### config.mk
export PLATFORM = sky130hd
export DESIGN_NAME = ase_simkill_ctrl
export DESIGN_NICKNAME = d
export VERILOG_FILES = /design/src/rtl/ase_simkill_ctrl_pkg.sv /design/src/rtl/ase_tick_prescaler.sv /design/src/rtl/ase_simkill_ctrl.sv
export SDC_FILE = /design/constraint.sdc
export NUM_CORES = 1
export LEC_CHECK = 0
export CAP_MARGIN = 15
export CORE_AREA = 5 5 119 205
export DETAILED_ROUTE_END_ITERATION = 7
export DIE_AREA = 0 0 124 210
export HOLD_SLACK_MARGIN = 0.02
export PLACE_DENSITY = 0.58
export SETUP_SLACK_MARGIN = 0.15
export SLEW_MARGIN = 20
export SYNTH_ARGS = -nofsm -noshare
export SYNTH_HDL_FRONTEND = slang
export SYNTH_SLANG_ARGS = --single-unit
### constraint.sdc
create_clock -name clk -period 14.8 [get_ports clk]
set_input_delay 2.96 -clock clk [delete_from_list [all_inputs] [get_ports clk]]
set_output_delay 2.96 -clock clk [all_outputs]
set_load 0.05 [all_outputs]
### src/rtl/ase_simkill_ctrl_pkg.sv
// Shared types and mode encodings for the ASE simulation-kill controller.
package ase_simkill_ctrl_pkg;

  localparam logic [2:0] ASE_MODE_DAEMON  = 3'd1;
  localparam logic [2:0] ASE_MODE_TIMEOUT = 3'd2;
  localparam logic [2:0] ASE_MODE_SW      = 3'd3;
  localparam logic [2:0] ASE_MODE_REGRESS = 3'd4;

  typedef enum logic [2:0] {
    StUncfg    = 3'd0,
    StArmed    = 3'd1,
    StRunning  = 3'd2,
    StIdleWait = 3'd3,
    StDrain    = 3'd4,
    StKill     = 3'd5
  } simkill_state_t;

  typedef enum logic [1:0] {
    ReasonNone    = 2'd0,
    ReasonTimeout = 2'd1,
    ReasonSw      = 2'd2,
    ReasonRegress = 2'd3
  } kill_reason_t;

  function automatic logic mode_valid(input logic [2:0] mode);
    return (mode >= ASE_MODE_DAEMON) && (mode <= ASE_MODE_REGRESS);
  endfunction

endpackage

### src/rtl/ase_tick_prescaler.sv
// Free-running divider: one tick pulse every TICKS_PER_UNIT enabled cycles.
module ase_tick_prescaler #(
  parameter int unsigned TICKS_PER_UNIT = 1000
) (
  input  logic clk,
  input  logic rst,
  input  logic clear,
  input  logic enable,
  output logic tick
);

  localparam int unsigned CW = (TICKS_PER_UNIT > 1) ? $clog2(TICKS_PER_UNIT) : 1;
  localparam logic [CW-1:0] LAST = CW'(TICKS_PER_UNIT - 1);

  logic [CW-1:0] cnt_q;

  // Clear wins over a coincident wrap so activity always restarts the unit.
  assign tick = enable && !clear && (cnt_q == LAST);

  always_ff @(posedge clk or posedge rst) begin
    if (rst) begin
      cnt_q <= '0;
    end else if (clear) begin
      cnt_q <= '0;
    end else if (enable) begin
      cnt_q <= (cnt_q == LAST) ? '0 : cnt_q + CW'(1);
    end
  end

endmodule

### src/rtl/ase_simkill_ctrl.sv
// Decides when the ASE simulation ends from run config, SW session pulses and link activity.
module ase_simkill_ctrl
  import ase_simkill_ctrl_pkg::*;
#(
  parameter int unsigned TICKS_PER_UNIT = 1000,
  parameter int unsigned DRAIN_CYCLES   = 16,
  parameter int unsigned CNT_W          = 32
) (
  input  logic             clk,
  input  logic             rst,
  input  logic             cfg_valid,
  input  logic [2:0]       cfg_mode,
  input  logic [CNT_W-1:0] cfg_timeout,
  input  logic [CNT_W-1:0] cfg_num_tests,
  input  logic             sw_session_start,
  input  logic             sw_session_end,
  input  logic             sw_simkill_req,
  input  logic             link_activity,
  output logic             simkill_req,
  output logic [1:0]       kill_reason,
  output logic [CNT_W-1:0] sessions_done,
  output logic             cfg_err,
  output logic [2:0]       state_o
);

  localparam int unsigned DW = (DRAIN_CYCLES > 1) ? $clog2(DRAIN_CYCLES) + 1 : 1;
  localparam logic [DW-1:0] DRAIN_LAST = DW'(DRAIN_CYCLES - 1);

  simkill_state_t   state_q, state_d;
  kill_reason_t     reason_q, reason_d;
  logic [2:0]       mode_q, mode_d;
  logic [CNT_W-1:0] timeout_q, timeout_d;
  logic [CNT_W-1:0] num_q, num_d;
  logic [CNT_W-1:0] sessions_q, sessions_d;
  logic [CNT_W-1:0] idle_q, idle_d;
  logic [DW-1:0]    drain_q, drain_d;
  logic             cfg_err_q, cfg_err_d;
  logic             simkill_q;

  logic             presc_clear;
  logic             tick;
  logic [CNT_W-1:0] sess_inc;
  logic [CNT_W-1:0] target;

  ase_tick_prescaler #(
    .TICKS_PER_UNIT(TICKS_PER_UNIT)
  ) u_prescaler (
    .clk   (clk),
    .rst   (rst),
    .clear (presc_clear),
    .enable(state_q == StIdleWait),
    .tick  (tick)
  );

  assign sess_inc = (sessions_q == '1) ? sessions_q : sessions_q + CNT_W'(1);
  // A zero test count still means "kill after the first session".
  assign target   = (num_q == '0) ? CNT_W'(1) : num_q;

  always_comb begin
    state_d     = state_q;
    reason_d    = reason_q;
    mode_d      = mode_q;
    timeout_d   = timeout_q;
    num_d       = num_q;
    sessions_d  = sessions_q;
    idle_d      = idle_q;
    drain_d     = drain_q;
    cfg_err_d   = cfg_err_q;
    presc_clear = 1'b0;

    case (state_q)
      StUncfg: begin
        if (cfg_valid) begin
          mode_d    = mode_valid(cfg_mode) ? cfg_mode : ASE_MODE_DAEMON;
          cfg_err_d = !mode_valid(cfg_mode);
          timeout_d = cfg_timeout;
          num_d     = cfg_num_tests;
          state_d   = StArmed;
        end
      end
      StArmed: begin
        if (sw_session_start) state_d = StRunning;
      end
      StRunning: begin
        // A start arriving with the end is dropped: the end rule alone picks the next state.
        if (sw_session_end) begin
          sessions_d = sess_inc;
          case (mode_q)
            ASE_MODE_TIMEOUT: begin
              state_d     = StIdleWait;
              idle_d      = '0;
              presc_clear = 1'b1;
            end
            ASE_MODE_SW: begin
              state_d  = StDrain;
              reason_d = ReasonSw;
              drain_d  = '0;
            end
            ASE_MODE_REGRESS: begin
              if (sess_inc >= target) begin
                state_d  = StDrain;
                reason_d = ReasonRegress;
                drain_d  = '0;
              end else begin
                state_d = StArmed;
              end
            end
            default: state_d = StArmed;
          endcase
        end
      end
      StIdleWait: begin
        if (sw_session_start) begin
          state_d = StRunning;
        end else if (idle_q == timeout_q) begin
          state_d  = StDrain;
          reason_d = ReasonTimeout;
          drain_d  = '0;
        end else if (link_activity) begin
          idle_d      = '0;
          presc_clear = 1'b1;
        end else if (tick) begin
          idle_d = idle_q + CNT_W'(1);
        end
      end
      StDrain: begin
        if (drain_q == DRAIN_LAST) state_d = StKill;
        else drain_d = drain_q + DW'(1);
      end
      StKill: ;
      default: state_d = StUncfg;
    endcase

    // Explicit SW kill overrides any transition; DRAIN keeps its original reason.
    if (sw_simkill_req &&
        (state_q == StArmed || state_q == StRunning || state_q == StIdleWait)) begin
      state_d  = StDrain;
      reason_d = ReasonSw;
      drain_d  = '0;
    end
  end

  always_ff @(posedge clk or posedge rst) begin
    if (rst) begin
      state_q    <= StUncfg;
      reason_q   <= ReasonNone;
      mode_q     <= '0;
      timeout_q  <= '0;
      num_q      <= '0;
      sessions_q <= '0;
      idle_q     <= '0;
      drain_q    <= '0;
      cfg_err_q  <= 1'b0;
      simkill_q  <= 1'b0;
    end else begin
      state_q    <= state_d;
      reason_q   <= reason_d;
      mode_q     <= mode_d;
      timeout_q  <= timeout_d;
      num_q      <= num_d;
      sessions_q <= sessions_d;
      idle_q     <= idle_d;
      drain_q    <= drain_d;
      cfg_err_q  <= cfg_err_d;
      simkill_q  <= (state_q == StKill);
    end
  end

  assign simkill_req   = simkill_q;
  assign kill_reason   = reason_q;
  assign sessions_done = sessions_q;
  assign cfg_err       = cfg_err_q;
  assign state_o       = state_q;

endmodule
==> flow_summary_export.csv <==
group,metric,value,unit
yosys,synthArstFlopShare,1.00,
timing,finalMaxSlewViolations,0,
clock_network,cts-resized-gates,0,
yosys,yosysUniqueCellTypes,56,
power,p_sw_frac,0.334,
clock_network,cts_made_buffers,17,
power,p_int,1.01,mW
timing,hold_viol_final,0,
place,dpl.hpwl,17500,um
clock_network,postCtsSetupRepairBufs,0,
yosys,synth_most_common_cell,"dfrtp_1",
die,initial_utilization,0.380,
place,portBuffers,112,
outcome,status,"finished, final reports clean",
finish,num_antenna_cells,0,
global_route,grt-ovfl-total,0,
routing,antenna_left,0,
timing,tightestPinTransition,0.933,ns
clock_network,clk_latency,0.43,ns
global_route,antenna_found_initial,0,
clock_network,cts.htree.levels,4,
routing,drcViolationCount,0,
yosys,syn_nets,1005,
routing,wirelength,23000,um
setup_path,cp.required,15.15,ns
timing,skew,0.0121,ns
routing,first_pass_iters,4,
yosys,syn_inst,894,
setup_path,cpMaxStageDelayCell,"or4_1",
die,die-area,26000,um2
power,p_leak,4.51,nW
timing,rsz0062_at_grt,"no",
yosys,ys_seq_area_frac,0.447,
power,finalPower,1.52,mW
timing,fin_crit,5.70,ns
setup_path,path_cells,"clkdlybuf4s50_1 -> nor2b_1 -> nand2_1 -> nor3_1 -> buf_4 -> o2111ai_2 -> or4_1 -> a21oi_1",
power,clockPowerShare,0.291,
setup_path,crit_path_start_kind,"input pin",
timing,clock.fmax,176,MHz
timing,min_period_over_period,0.385,
clock_network,cts_root_buf,"clkbuf_16",
timing,setup_violations,0,
die,die_y,210,um
global_route,grt_max_degree,89,
yosys,yosys_warnings,0,
finish,fin_util,0.469,
yosys,synth_top_area_cell,"dfrtp_1",
setup_path,cp_top_family,"simple AND/OR/NAND/NOR gates",
timing,relSlewSlack,0.370,
clock_network,ctsHoldBuffers,0,
setup_path,cp_max_fo,19,
finish,fillers,2216,
power,pwr_density_cell,144,nW/um2
place,gp_congestion,0.794,
setup_path,cp-end-kind,"flop",
finish,area_growth,23.5,%
yosys,synth_common_cells,"dfrtp_1, nand2_1, o21ai_0",
finish,layout-drive-gt1-share,0.0883,
setup_path,critPathBufInv,2,
timing,setup_tns,0,ns
global_route,grt_pass1_vias,7124,
global_route,grtUsageTotal,0.184,
clock_network,clk_pin_slew_worst_paths,0.06,ns
routing,wire_per_inst,17.6,um
routing,first_iter_violations,355,
finish,fin_area,10600,um2
yosys,yosysTopAreaCellShare,0.447,
power,p_switching,0.508,mW
place,place_area,9980,um2
routing,num_vias,6849,
yosys,synth_ff_type,"dfrtp_1",
die,core-area,22600,um2
clock_network,cts_sinks,153,
clock_network,cts_tree,"yes",
place,dp_cells,1278,
power,seqPwrFrac,0.425,
yosys,synth_enable_flop_cells,0,
setup_path,cpPeakStageDelay,0.62,ns
run,maxCapViolCount,0,
yosys,avgSynthCellArea,9.58,um2
routing,via_per_inst,5.24,
global_route,grt_pass1_wl,37100,um
setup_path,critical_path_class,"input pin to flop",
finish,fin_cells,1308,
die,fp.dieW,124,um
yosys,synthTopCellsByArea,"dfrtp_1, xnor2_1, ha_1, mux2_2, xor2_1",
yosys,synth-seq-cells,153,
power,ir_drop,0.0000803,V
die,fp-row-count,73,
finish,fin_nets,1108,
hold_path,hold_path.class,"flop to flop",
die,pin_count,113,
yosys,syn-cell-area,8560,um2
power,power_frac_comb,0.285,
clock_network,clockBufferDepth,2,
setup_path,cp.arrival,6.04,ns
[per-stage QoR]
| stage | worst slack [ns] | hold slack, ns |
|---|---|---|
| 2_1_floorplan | 7.72 | 0.442 |
| 3_3_place_gp | 8.78 | 0.473 |
| 3_5_place_dp | 8.70 | 0.485 |
| 4_1_cts | 9.13 | 0.493 |
| 5_1_grt | 8.81 | 0.505 |
| 6_report | 9.10 | 0.489 |
[final cells by class]
cell class                 count  area [um2]  share of cell area
clock inverter                12         153              0.0144
timing repair buffer         118        1170               0.110
sequential                   153        3830               0.362
multi-input combinational    655        4420               0.417
inverter                      52         200              0.0189
tap                          300         375              0.0355
clock buffer                  18         439              0.0415
[power by group through the flow]
stage	Combinational, mW	Clock (mW)	Sequential [mW]
final	0.433	0.442	0.646
after global routing	0.488	0.471	0.662
after CTS	0.441	0.453	0.646
after detailed placement	0.439	0	0.651
after global placement	0.430	0	0.650
after floorplan	0.304	0	0.644
[path summary, 6_finish.rpt]
kind / start / end / slack, ns / cells after the start
max: sw_session_end / idle_q[31]$_DFFE_PP0P_ / 9.10 / 8
min: drain_q[3]$_DFFE_PP0P_ / drain_q[3]$_DFFE_PP0P_ / 0.49 / 1
max reg2reg: sessions_done[3]$_DFFE_PP0P_ / kill_reason[1]$_DFFE_PP0P_ / 9.62 / 15
min reg2reg: drain_q[3]$_DFFE_PP0P_ / drain_q[3]$_DFFE_PP0P_ / 0.49 / 1
max in group asynchronous: rst / num_q[11]$_DFFE_PP0P_ / 10.30 / 3
min in group asynchronous: rst / timeout_q[15]$_DFFE_PP0P_ / 3.08 / 2
[layer usage]
metal | global-route usage | up-vias | routed length (um)
met4 | 0.0821 | 0 | 880
met5 | 0 | - | 0
met1 | 0.196 | 3319 | 8590
met2 | 0.345 | 128 | 12900
li1 | - | 3356 | -
met3 | 0.0311 | 46 | 628
[flip-flops by register name, summed over array words and instances (netlist names)]
name,flops
drain_q,5
mode_q,3
idle_q,32
state_o,3
timeout_q,32
num_q,32
cfg_err,1
u_prescaler.cnt_q,10
simkill_req,1
sessions_done,32
kill_reason,2
[cells in the final DEF, fill, tap and decap left out, drive strengths merged, types with 3 or more instances in the layout]
cell	instances
dfrtp	153
clkdlybuf4s50	112
nand2	97
o21ai	66
xnor2	62
nor2	56
inv	52
a21oi	47
xor2	44
mux2	38
ha	37
nand4	26
nand3	25
nor3	25
clkbuf	18
nor4	17
and3	16
or3	15
and4	11
or4	9
o211ai	8
buf	6
o2111ai	6
o31ai	5
clkinv	5
o22ai	4
clkinvlp	4
nor2b	3
nand3b	3
nand2b	3
a22oi	3
and2	3
bufinv	3
nor4b	3
[worst register-to-register path, stage by stage (launching register included)]
cell and delay, ns:
dfrtp_1 0.51, nand4_1 0.22, or3b_1 0.52, or4b_1 0.71
o211ai_2 0.46, nor2_1 0.19, nand2_1 0.12, xnor2_1 0.08
ha_1 0.32, nand4_1 0.11, nor3_1 0.32, nand4_1 0.20
a21oi_1 0.41, o31ai_1 0.17, a21oi_1 0.34, mux2_2 0.38
[logic make-up after synthesis]
family | synth area share
and+or+nand+nor | 0.191
AOI/OAI and AO/OA | 0.111
DFF | 0.447
xor gates and xnor gates | 0.108
buffers and inverters | 0.0386
muxes | 0.0500
adders and majority gates | 0.0541
Note: power is estimated with default switching activity, not from simulation.
